### config.mk
export PLATFORM = sky130hd
export DESIGN_NAME = reg_file_readout_flat
export DESIGN_NICKNAME = d
export VERILOG_FILES = /design/src/rtl/reg_file_readout_if.sv /design/src/rtl/reg_file_readout.sv /design/src/flat_wrapper.sv
export SDC_FILE = /design/constraint.sdc
export NUM_CORES = 1
export LEC_CHECK = 0
export CORE_MARGIN = 1.5
export CORE_UTILIZATION = 50
export DETAILED_ROUTE_END_ITERATION = 10
export DONT_BUFFER_PORTS = 1
export PLACE_DENSITY = 0.65
export SLEW_MARGIN = 25
export SYNTH_ARGS = -nofsm -noshare
export SYNTH_HDL_FRONTEND = slang
export SYNTH_SLANG_ARGS = --single-unit
### constraint.sdc
create_clock -name CLK -period 2.1 [get_ports CLK]
set_input_delay 0.21 -clock CLK [delete_from_list [all_inputs] [get_ports CLK]]
set_output_delay 0.21 -clock CLK [all_outputs]
set_load 0.05 [all_outputs]
### src/rtl/reg_file_readout_if.sv
// Bus bundle for reg_file_readout: write port, two read ports, dump stream.
// Read data is combinational from the addresses; the dump side is registered.
// Dump beats use valid/ready; the producer holds a beat until ready is seen.
interface reg_file_readout_if #(
  parameter int WIDTH  = 4,
  parameter int ADDR_W = 3
);
  logic              WR_EN;
  logic [ADDR_W-1:0] WR_ADDR;
  logic [WIDTH-1:0]  WR_DATA;
  logic [ADDR_W-1:0] RD_ADDR_A;
  logic [WIDTH-1:0]  RD_DATA_A;
  logic [ADDR_W-1:0] RD_ADDR_B;
  logic [WIDTH-1:0]  RD_DATA_B;
  logic              DUMP_START;
  logic              DUMP_BUSY;
  logic              DUMP_VALID;
  logic              DUMP_READY;
  logic [ADDR_W-1:0] DUMP_ADDR;
  logic [WIDTH-1:0]  DUMP_DATA;
  logic              DUMP_DONE;

  // Requester side: drives writes, read addresses and the dump controls.
  modport master (
    output WR_EN, WR_ADDR, WR_DATA, RD_ADDR_A, RD_ADDR_B, DUMP_START, DUMP_READY,
    input  RD_DATA_A, RD_DATA_B, DUMP_BUSY, DUMP_VALID, DUMP_ADDR, DUMP_DATA, DUMP_DONE
  );

  // Register bank side.
  modport slave (
    input  WR_EN, WR_ADDR, WR_DATA, RD_ADDR_A, RD_ADDR_B, DUMP_START, DUMP_READY,
    output RD_DATA_A, RD_DATA_B, DUMP_BUSY, DUMP_VALID, DUMP_ADDR, DUMP_DATA, DUMP_DONE
  );
endinterface

### src/rtl/reg_file_readout.sv
// Register bank with two write-first bypassed read ports and a sequenced dump engine.
// Reads: 0 cycles (combinational). Dump: 2 cycles per beat, 2*DEPTH+1 cycles start-to-done.
// Dump holds ADDR/DATA/VALID while DUMP_READY is low; start is ignored while busy.
module reg_file_readout #(
  parameter int WIDTH  = 4,
  parameter int DEPTH  = 8,
  parameter int ADDR_W = 3
) (
  input logic              CLK,
  input logic              RESET_N,
  reg_file_readout_if.slave bus
);

  typedef enum logic [1:0] {S_IDLE, S_LOAD, S_SEND, S_DONE} state_t;

  // Extra bit so an out-of-range address compares correctly against DEPTH.
  localparam logic [ADDR_W:0]   DEPTH_W = (ADDR_W+1)'(DEPTH);
  localparam logic [ADDR_W-1:0] LAST    = ADDR_W'(DEPTH - 1);

  logic [WIDTH-1:0]  word_q [DEPTH];
  logic [WIDTH-1:0]  word_d [DEPTH];
  state_t            state_q, state_d;
  logic [ADDR_W-1:0] idx_q, idx_d;
  logic [ADDR_W-1:0] dump_addr_q, dump_addr_d;
  logic [WIDTH-1:0]  dump_data_q, dump_data_d;
  logic              wr_live;
  logic [WIDTH-1:0]  load_word;

  // Writes are blocked while reset is held, which also keeps the bypass from
  // leaking write data onto the read ports during reset.
  assign wr_live = bus.WR_EN & RESET_N;

  // Write-first read of one address; out-of-range addresses read 0.
  function automatic logic [WIDTH-1:0] read_word(
    input logic [ADDR_W-1:0] addr,
    input logic [WIDTH-1:0]  stored
  );
    read_word = '0;
    if ({1'b0, addr} < DEPTH_W) begin
      if (wr_live && (bus.WR_ADDR == addr)) read_word = bus.WR_DATA;
      else                                  read_word = stored;
    end
  endfunction

  // Read ports and the dump load word all see the same-cycle write.
  always_comb begin
    bus.RD_DATA_A = read_word(bus.RD_ADDR_A, word_q[bus.RD_ADDR_A]);
    bus.RD_DATA_B = read_word(bus.RD_ADDR_B, word_q[bus.RD_ADDR_B]);
    load_word     = read_word(idx_q, word_q[idx_q]);
  end

  // Next storage contents: only the addressed in-range word changes.
  always_comb begin
    word_d = word_q;
    if (wr_live && ({1'b0, bus.WR_ADDR} < DEPTH_W)) word_d[bus.WR_ADDR] = bus.WR_DATA;
  end

  // Storage words, cleared asynchronously.
  always_ff @(posedge CLK or negedge RESET_N) begin
    if (!RESET_N) begin
      for (int i = 0; i < DEPTH; i++) word_q[i] <= '0;
    end else begin
      word_q <= word_d;
    end
  end

  // Dump sequencer: LOAD captures one word, SEND holds it until accepted.
  always_comb begin
    state_d     = state_q;
    idx_d       = idx_q;
    dump_addr_d = dump_addr_q;
    dump_data_d = dump_data_q;
    unique case (state_q)
      S_IDLE: begin
        if (bus.DUMP_START) begin
          state_d = S_LOAD;
          idx_d   = '0;
        end
      end
      S_LOAD: begin
        dump_addr_d = idx_q;
        dump_data_d = load_word;
        state_d     = S_SEND;
      end
      S_SEND: begin
        if (bus.DUMP_READY) begin
          if (idx_q == LAST) begin
            state_d = S_DONE;
          end else begin
            idx_d   = idx_q + ADDR_W'(1);
            state_d = S_LOAD;
          end
        end
      end
      S_DONE: state_d = S_IDLE;
      default: state_d = S_IDLE;
    endcase
  end

  // Sequencer state and the held beat; reset aborts any dump in flight.
  always_ff @(posedge CLK or negedge RESET_N) begin
    if (!RESET_N) begin
      state_q     <= S_IDLE;
      idx_q       <= '0;
      dump_addr_q <= '0;
      dump_data_q <= '0;
    end else begin
      state_q     <= state_d;
      idx_q       <= idx_d;
      dump_addr_q <= dump_addr_d;
      dump_data_q <= dump_data_d;
    end
  end

  // Stream status decoded straight from the state register.
  always_comb begin
    bus.DUMP_BUSY  = (state_q != S_IDLE);
    bus.DUMP_VALID = (state_q == S_SEND);
    bus.DUMP_DONE  = (state_q == S_DONE);
    bus.DUMP_ADDR  = dump_addr_q;
    bus.DUMP_DATA  = dump_data_q;
  end

endmodule

### src/flat_wrapper.sv
// flat-port wrapper written by rule: the top's interface ports become plain ports
module reg_file_readout_flat 
#(
  parameter int WIDTH  = 4,
  parameter int DEPTH  = 8,
  parameter int ADDR_W = 3
)
  (CLK, RESET_N, bus_WR_EN, bus_WR_ADDR, bus_WR_DATA, bus_RD_ADDR_A, bus_RD_ADDR_B, bus_DUMP_START, bus_DUMP_READY, bus_RD_DATA_A, bus_RD_DATA_B, bus_DUMP_BUSY, bus_DUMP_VALID, bus_DUMP_ADDR, bus_DUMP_DATA, bus_DUMP_DONE);
  reg_file_readout_if #(.WIDTH(WIDTH), .ADDR_W(ADDR_W)) bus_i ();
  input logic CLK;
  input logic RESET_N;
  input wire logic [$bits(bus_i.WR_EN)-1:0] bus_WR_EN;
  input wire logic [$bits(bus_i.WR_ADDR)-1:0] bus_WR_ADDR;
  input wire logic [$bits(bus_i.WR_DATA)-1:0] bus_WR_DATA;
  input wire logic [$bits(bus_i.RD_ADDR_A)-1:0] bus_RD_ADDR_A;
  input wire logic [$bits(bus_i.RD_ADDR_B)-1:0] bus_RD_ADDR_B;
  input wire logic [$bits(bus_i.DUMP_START)-1:0] bus_DUMP_START;
  input wire logic [$bits(bus_i.DUMP_READY)-1:0] bus_DUMP_READY;
  output wire logic [$bits(bus_i.RD_DATA_A)-1:0] bus_RD_DATA_A;
  output wire logic [$bits(bus_i.RD_DATA_B)-1:0] bus_RD_DATA_B;
  output wire logic [$bits(bus_i.DUMP_BUSY)-1:0] bus_DUMP_BUSY;
  output wire logic [$bits(bus_i.DUMP_VALID)-1:0] bus_DUMP_VALID;
  output wire logic [$bits(bus_i.DUMP_ADDR)-1:0] bus_DUMP_ADDR;
  output wire logic [$bits(bus_i.DUMP_DATA)-1:0] bus_DUMP_DATA;
  output wire logic [$bits(bus_i.DUMP_DONE)-1:0] bus_DUMP_DONE;
  assign bus_i.WR_EN = bus_WR_EN;
  assign bus_i.WR_ADDR = bus_WR_ADDR;
  assign bus_i.WR_DATA = bus_WR_DATA;
  assign bus_i.RD_ADDR_A = bus_RD_ADDR_A;
  assign bus_i.RD_ADDR_B = bus_RD_ADDR_B;
  assign bus_i.DUMP_START = bus_DUMP_START;
  assign bus_i.DUMP_READY = bus_DUMP_READY;
  assign bus_RD_DATA_A = bus_i.RD_DATA_A;
  assign bus_RD_DATA_B = bus_i.RD_DATA_B;
  assign bus_DUMP_BUSY = bus_i.DUMP_BUSY;
  assign bus_DUMP_VALID = bus_i.DUMP_VALID;
  assign bus_DUMP_ADDR = bus_i.DUMP_ADDR;
  assign bus_DUMP_DATA = bus_i.DUMP_DATA;
  assign bus_DUMP_DONE = bus_i.DUMP_DONE;
  reg_file_readout #(.WIDTH(WIDTH), .DEPTH(DEPTH), .ADDR_W(ADDR_W)) u_core (.CLK(CLK), .RESET_N(RESET_N), .bus(bus_i));
endmodule
==> flow_summary.ini, run 1 <==
[global_route]
busiest_layer = met2
grt_pass1_vias = 1807
grt.met2_usage = 0.378
global_route.usage.total = 0.236
use_met3 = 0.0595
grt_max_degree = 45
use_met1 = 0.312
grt_first_pass_wirelength_um = 10200
antenna_found_initial = 0
grt_overflow = 0

[power_and_ir_drop]
p_leak_nw = 1.26
ir_worst_vdd_v = 0.000616
p_per_area_mw_per_mm2 = 1120

[critical_path]
critical_path_class = flip-flop to output port
crit_required_ps = 1890
cp.arrival_ps = 1670
start_kind = flip-flop
cp-end-kind = output port
cp_max_fo = 4
ff2ff_path_depth = 4

[synth]
synth_edf_count = 0
syn_area_per_cell_um2 = 13.2
synth_flop_cell = dfrtp_1
yosys.area_share.simple = 0.0787
syn_inst = 207
synth_warnings = 0
async_flop_share = 1.00
synth_top_family_by_area = multiplexers
synth.area.mux_share = 0.412
synth.cell_area_mm2 = 0.00273
synth_xor_area_frac = 0.0288
ys_seq_area_frac = 0.403
synthAdderAreaFrac = 0.00915
synth-compound-area-share = 0.0339
ys_types = 28
synth_fp_nets = 227
yosys_register_bits = 44

[clock_tree]
htreeDepth = 2
clk_pin_slew_worst_paths_ps = 100
clock_path_buffers = 2
clkLatencyLatePin_ps = 310
cts_num_sinks = 44
cts_tree = yes
cts_root_buffer = clkbuf_8
cts_made_buffers = 5
post_cts_buffers = 0

[placement]
pre_cts_slack_ps = 131
gp_congestion = 0.857
numPortBuffers = 0
place_area_mm2 = 0.00289
place.detailed.hpwl_um = 4400

[route]
wl_um = 6440
drt_iter0_drc = 157
wl_per_cell_um = 22.7
num_vias = 1766
via_per_inst = 6.22
first_pass_iters = 5
ant_nets = 0
drc = 0

[floorplanning]
fp.dieH_um = 76.9
die_w_um = 76.9
start_util = 0.525
row_count = 26
die_area_mm2 = 0.00592
ios = 36
coreArea_mm2 = 0.00520

[layout]
fillers = 427
nets = 233
antenna_cells = 0
drive_above_1_share = 0.383
fin_area_mm2 = 0.00305
syn_to_final_growth_pct = 11.5

[sta]
worst_pin_slew_ps = 613
setup_viol_count_final = 0
layout_min_cycle_time_ps = 1880
maxSlewViolCount = 0
rsz0062_at_grt = false
min_period_over_period = 0.896
finalHoldViolations = 0
fmax_ghz = 0.532
fin_skew_ps = 14.1
relSlewSlack = 0.590
fin_ws_ps = 219

[outcome]
status = finished clean

[worst_hold_path]
hold_path_class = input port to flip-flop
hold_path_depth = 1

[run]
maxCapViolCount = 0
[cell usage in the layout, fill, tap and decap left out]
cell type / count
ha_1: 2
nor4_4: 1
mux2i_1: 14
buf_4: 10
xor2_1: 9
and2_1: 1
nand2b_1: 3
nand2_1: 18
buf_12: 4
o21ai_0: 5
inv_1: 3
nand3_1: 3
or4_1: 1
clkinvlp_4: 1
nor2b_1: 1
nor3_1: 2
mux2_2: 37
or2_2: 1
dfrtp_1: 43
mux4_2: 16
nor3_2: 1
a211oi_1: 1
inv_6: 1
o21ai_1: 12
buf_16: 1
or3_1: 1
dlygate4sd3_1: 1
bufinv_16: 1
clkbuf_8: 5
nor2_1: 4
mux4_1: 8
dfrtp_2: 1
nor4_2: 2
[per-layer routing]
| layer | routed length [um] | vias to the layer above |
|---|---|---|
| li1 | - | 790 |
| met1 | 2650 | 912 |
| met2 | 3260 | 55 |
| met3 | 402 | 9 |
| met4 | 127 | 0 |
| met5 | 0 | - |
[metrics by stage]
step / TNS [ps] / total power (W) / std cells / utilization / hold WS [ps]
4_1_cts: 0 / 0.00344 / 284 / 0.585 / 37.9
6_report: 0 / 0.00342 / 284 / 0.586 / 42.4
2_1_floorplan: -157 / 0.00243 / 207 / - / -85.6
3_3_place_gp: 0 / 0.00267 / 274 / 0.556 / -84.5
5_1_grt: 0 / 0.00359 / 284 / 0.586 / 34.8
3_5_place_dp: 0 / 0.00273 / 274 / 0.556 / -84.6
[cell usage after synthesis (4+ instances only)]
| master | number | share of area |
|---|---|---|
| o21ai_1 | 4 | 0.0073 |
| mux4_1 | 8 | 0.077 |
| mux4_2 | 16 | 0.13 |
| nand2_1 | 18 | 0.025 |
| buf_2 | 6 | 0.011 |
| mux2i_1 | 14 | 0.051 |
| o21ai_0 | 13 | 0.024 |
| xor2_1 | 9 | 0.029 |
| nor2_1 | 4 | 0.0055 |
| clkbuf_1 | 9 | 0.012 |
| dfrtp_1 | 44 | 0.40 |
| mux2_2 | 37 | 0.15 |
[critical path, stage by stage, from the launching register on]
cell     delay, ps
dfrtp_1        430
mux4_2         490
mux2i_1        150
o21ai_1        120
buf_12         170
[path summary, 6_finish.rpt]
path	startpoint	endpoint	slack, ps
min	bus_WR_DATA[2]	u_core.word_q[10]$_DFFE_PN0P_	40
min in group asynchronous	RESET_N	u_core.state_q[0]$_DFFE_PN0P_	390
max in group asynchronous	RESET_N	u_core.word_q[5]$_DFFE_PN0P_	1480
min reg2reg	u_core.state_q[0]$_DFFE_PN0P_	u_core.state_q[0]$_DFFE_PN0P_	550
max reg2reg	u_core.idx_q[2]$_DFFE_PN0P_	u_core.bus.DUMP_DATA[3]$_DFFE_PN0N_	240
max	u_core.word_q[13]$_DFFE_PN0P_	bus_RD_DATA_B[1]	220
[flip-flops by register name (all words and copies together), names as in the netlist]
register	count
u_core.word_q	32
u_core.state_q	2
u_core.bus.DUMP_ADDR	3
u_core.bus.DUMP_DATA	4
u_core.idx_q	3
[where the power goes]
group          switching (W)  internal, W  total (W)
clock               0.000324     0.000359   0.000682
combinational       0.000584     0.000657    0.00124
sequential          0.000427      0.00107    0.00149
[cell families after synthesis]
family          after synthesis
flops                        44
buf+inv                      20
simple gates                 39
fa+ha+maj                     2
mux                          75
compound gates               18
xor+xnor                      9
[repair_timing]
action / 4_1_cts / 5_1_grt
endpoints found under the setup margin: 0 / 1
resized for setup: 0 / 1
hold buffers: 2 / 0
hold endpoints to repair: 44 / 0
[area by class of cell]
type	count	area, um2	share of cell area
Multi-Input combinational cell	143	1540	0.505
Sequential cell	44	1100	0.362
Timing Repair Buffer	16	193	0.0632
Tap cell	70	87.6	0.0287
Clock buffer	5	68.8	0.0226
Clock inverter	3	46.3	0.0152
Inverter	3	11.3	0.00369
Power figures use the tool's default switching activity.
==> inputs of run 2 (changes only) <==
CAP_MARGIN = 20   (was unset)
CTS_BUF_LIST = sky130_fd_sc_hd__clkbuf_2   (was unset)
SLEW_MARGIN = 40   (was 25)
==> flow_summary.ini, run 2 (synthesized netlist as in run 1, its figures left out) <==
[floorplanning]
die_w_um = 76.9
start_util = 0.525
fp.dieH_um = 76.9
row_count = 26
die_area_mm2 = 0.00592
ios = 36
coreArea_mm2 = 0.00520

[route]
drt_iter0_drc = 242
first_pass_iters = 4
wl_um = 6610
ant_nets = 0
num_vias = 1837
wl_per_cell_um = 22.7
via_per_inst = 6.31
drc = 0

[clock_tree]
clock_path_buffers = 2
clk_pin_slew_worst_paths_ps = 270
cts_root_buffer = clkbuf_2
cts_tree = yes
cts_num_sinks = 44
clkLatencyLatePin_ps = 460
cts_made_buffers = 5
htreeDepth = 2

[power_and_ir_drop]
p_comb_frac = 0.392
ir_worst_vdd_v = 0.000463
seqPwrFrac = 0.450
p_leak_nw = 1.28
p_per_area_mw_per_mm2 = 1070
power_frac_clock = 0.158
switching_share = 0.409
p_sw_w = 0.00136
internal_power_w = 0.00196

[placement]
place_inst = 274
numPortBuffers = 0
place.detailed.hpwl_um = 4400
gp_congestion = 0.857

[layout]
syn_to_final_growth_pct = 13.6
layout_common_cells = dfrtp_1 (43), mux2_2 (37), nand2_1 (18)
layout_commonest_cell = dfrtp_1
antenna_cells = 0
final_util = 0.597
final_cells = 291
largest_register_ffs = 32
drive_above_1_share = 0.403
regMostFlops = u_core.word_q
nets = 240

[critical_path]
critical_path_class = flip-flop to output port
cp.arrival_ps = 1880
crit_required_ps = 1890
start_kind = flip-flop
cp-end-kind = output port
cp_max_fo = 4

[sta]
min_period_over_period = 0.996
relSlewSlack = 0.602
fmax_ghz = 0.478
rsz0062_at_grt = true
maxSlewViolCount = 0
setup_viol_count_final = 0
worst_pin_slew_ps = 595
finalHoldViolations = 0
layout_min_cycle_time_ps = 2090
fin_skew_ps = 38.0

[global_route]
grt_first_pass_wirelength_um = 10400
grt_pass1_vias = 1841
global_route.usage.total = 0.240
antenna_found_initial = 0
grt_max_degree = 45
grt_overflow = 0

[worst_hold_path]
hold_path_class = input port to flip-flop

[run]
maxCapViolCount = 0

[outcome]
status = finished clean
-- run 2: cell types whose count changed in the layout (fill, tap and decap cells not counted) --
| cell | before | now |
|---|---|---|
| o21ai_1 | 12 | 7 |
| buf_6 | 0 | 3 |
| clkbuf_2 | 0 | 5 |
| mux2i_2 | 0 | 1 |
| mux2i_1 | 14 | 13 |
| clkbuf_8 | 5 | 0 |
| buf_4 | 10 | 8 |
| o21ai_2 | 0 | 5 |
| dlygate4sd3_1 | 1 | 7 |
-- run 2: final timing paths --
path | start | end | slack, ps | cells after the start
max | u_core.word_q[10]$_DFFE_PN0P_ | bus_RD_DATA_B[2] | 9 | 4
min | bus_WR_ADDR[0] | u_core.word_q[23]$_DFFE_PN0P_ | 60 | 2
max reg2reg | u_core.idx_q[2]$_DFFE_PN0P_ | u_core.bus.DUMP_DATA[3]$_DFFE_PN0N_ | 230 | 4
min reg2reg | u_core.state_q[0]$_DFFE_PN0P_ | u_core.state_q[0]$_DFFE_PN0P_ | 560 | 1
max in group asynchronous | RESET_N | u_core.word_q[5]$_DFFE_PN0P_ | 1660 | 2
min in group asynchronous | RESET_N | u_core.state_q[0]$_DFFE_PN0P_ | 200 | 2
-- run 2: worst max-delay path, stage by stage, from the launching register on --
cell and delay (ps):
dfrtp_1 480, mux4_2 470, mux2i_2 200, o21ai_2 110, buf_12 150
-- run 2: repair_timing --
item | CTS | global route
buffers inserted | 0 | 1
setup endpoints to repair | 0 | 8
gates resized for setup | 0 | 10
hold buffers | 8 | 0
endpoints found under the hold margin | 82 | 0
-- run 2: cell type report --
| cell class | instances | area [um2] |
|---|---|---|
| Sequential cell | 44 | 1100 |
| Clock inverter | 3 | 46.3 |
| Inverter | 3 | 11.3 |
| Multi-Input combinational cell | 143 | 1560 |
| Fill cell | 424 | 2100 |
| Tap cell | 70 | 87.6 |
| Timing Repair Buffer | 23 | 272 |
| Clock buffer | 5 | 25.0 |
-- run 2: power by group through the flow --
stage                     Sequential, W  Clock [W]  Combinational (W)
after floorplan                 0.00139          0            0.00104
after global placement          0.00148          0            0.00119
after detailed placement        0.00150          0            0.00122
after CTS                       0.00148   0.000529            0.00127
after global routing            0.00153   0.000569            0.00139
final                           0.00149   0.000525            0.00130
-- run 2: routing by layer --
layer | vias to the layer above | track usage | wire [um] | share of wire
met5 | - | 0 | 0 | 0
li1 | 804 | - | - | -
met3 | 12 | 0.0631 | 450 | 0.068
met4 | 0 | 0.0722 | 100 | 0.015
met2 | 65 | 0.376 | 3300 | 0.50
met1 | 956 | 0.328 | 2760 | 0.42
-- run 2: per-stage QoR --
| stage | total power [W] | setup TNS (ps) | hold slack, ps | instance area [um2] | setup WS, ps |
|---|---|---|---|---|---|
| final | 0.00332 | 0 | 56.6 | 3110 | 9.32 |
| after floorplan | 0.00243 | -157 | -85.6 | 2730 | -39.2 |
| after CTS | 0.00328 | 0 | 54.6 | 3060 | 10.5 |
| after global routing | 0.00348 | -200 | 31.5 | 3110 | -60.7 |
| after detailed placement | 0.00273 | 0 | -84.6 | 2890 | 131 |
| after global placement | 0.00267 | 0 | -84.5 | 2890 | 201 |
==> inputs of run 3 (changes only) <==
RECOVER_POWER = 100   (was unset)
==> flow_summary.ini, run 3 (synthesized netlist as in run 1, its figures left out) <==
[outcome]
status = finished clean

[global_route]
grt_overflow = 0
grt_max_degree = 45
grt_first_pass_wirelength_um = 10400
antenna_found_initial = 0
grt_pass1_vias = 1841
global_route.usage.total = 0.240

[layout]
antenna_cells = 0
drive_above_1_share = 0.376
layout_common_cells = dfrtp_1 (44), mux2_2 (37), nand2_1 (18)
largest_register_ffs = 32
final_util = 0.588
final_cells = 291
layout.area.seq_mm2 = 0.00110
nets = 240
fillers = 431
multi_input_area_mm2 = 0.00156
syn_to_final_growth_pct = 12.0
layout_commonest_cell = dfrtp_1
fin_area_mm2 = 0.00306
regMostFlops = u_core.word_q

[route]
ant_nets = 0
wl_per_cell_um = 22.6
drt_iter0_drc = 182
via_per_inst = 6.35
num_vias = 1847
first_pass_iters = 4
drc = 0
wl_um = 6570

[sta]
finalHoldViolations = 0
min_period_over_period = 0.991
worst_pin_slew_ps = 1140
holdWs_ps = 132
relSlewSlack = 0.237
fin_skew_ps = 35.5
setup_viol_count_final = 0
fmax_ghz = 0.481
layout_min_cycle_time_ps = 2080
maxSlewViolCount = 0
rsz0062_at_grt = true

[clock_tree]
clk_pin_slew_worst_paths_ps = 270
cts_root_buffer = clkbuf_2
clkLatencyLatePin_ps = 450
htreeDepth = 2
clock_path_buffers = 2
cts_num_sinks = 44
cts_made_buffers = 5
cts_tree = yes

[power_and_ir_drop]
ir_worst_vdd_v = 0.000462
finalPower_w = 0.00329
p_per_area_mw_per_mm2 = 1070
p_leak_nw = 1.26

[floorplanning]
ios = 36
die_w_um = 76.9
coreArea_mm2 = 0.00520
row_count = 26
start_util = 0.525
die_area_mm2 = 0.00592
fp.dieH_um = 76.9

[critical_path]
max_stage_delay_ps = 480
cp.arrival_ps = 1870
slowest_stage = dfrtp_1
cp_max_fo = 4
crit_chain = mux4_2, mux2i_2, o21ai_2, buf_12
start_kind = flip-flop
path_delay_family = multiplexers
critical_path_class = flip-flop to output port
critPathBufInv = 1
cp-end-kind = output port
crit_required_ps = 1890

[run]
maxCapViolCount = 0

[placement]
numPortBuffers = 0
place_inst = 274
gp_congestion = 0.857
place.detailed.hpwl_um = 4400
place_area_mm2 = 0.00289

[worst_hold_path]
hold_path_class = input port to flip-flop
[run 3: per-layer routing]
layer / wire length [um] / track usage / vias up
met5: 0 / 0 / -
li1: - / - / 810
met1: 2670 / 0.328 / 952
met4: 93 / 0.0722 / 0
met3: 457 / 0.0631 / 10
met2: 3350 / 0.376 / 75
[run 3: power by group]
group	internal [W]	switching, W	total (W)
logic	0.000671	0.000603	0.00127
registers	0.00106	0.000429	0.00149
clock network	0.000205	0.000316	0.000521
total	0.00194	0.00135	0.00329
[run 3: worst register-to-register path, cell delays in order (launching register included)]
cell	delay, ps
dfrtp_1	800
mux4_1	630
mux2_2	280
mux2i_1	150
o21ai_1	70
[run 3: layout make-up]
class,count,area share
repair buffers,23,0.0768
clock inverters,3,0.0151
clock buffers,5,0.00817
well taps,70,0.0286
inverters,3,0.00368
flip-flops and latches,44,0.359
multi-input cells,143,0.508
[run 3: repair_timing]
item	CTS	global route
buffers inserted	0	1
endpoints found under the hold margin	82	0
hold buffers	8	0
resized for setup	0	10
endpoints found under the setup margin	0	8
[run 3: worst paths after layout]
path	slack (ps)	cells past startpoint	startpoint	end
worst max-delay path	20	4	u_core.word_q[10]$_DFFE_PN0P_	bus_RD_DATA_B[2]
worst min-delay path	130	2	bus_WR_ADDR[0]	u_core.word_q[23]$_DFFE_PN0P_
worst max register to register	90	4	u_core.idx_q[0]$_DFFE_PN0P_	u_core.bus.DUMP_DATA[3]$_DFFE_PN0N_
worst min register to register	570	1	u_core.state_q[0]$_DFFE_PN0P_	u_core.state_q[0]$_DFFE_PN0P_
max in group asynchronous	900	2	RESET_N	u_core.word_q[21]$_DFFE_PN0P_
min in group asynchronous	470	2	RESET_N	u_core.state_q[0]$_DFFE_PN0P_
[run 3: metrics by stage]
step / setup slack, ps / TNS [ps]
6_report: 18.9 / 0
5_1_grt: -60.7 / -218
4_1_cts: 10.5 / 0
3_5_place_dp: 131 / 0
3_3_place_gp: 201 / 0
2_1_floorplan: -39.2 / -157
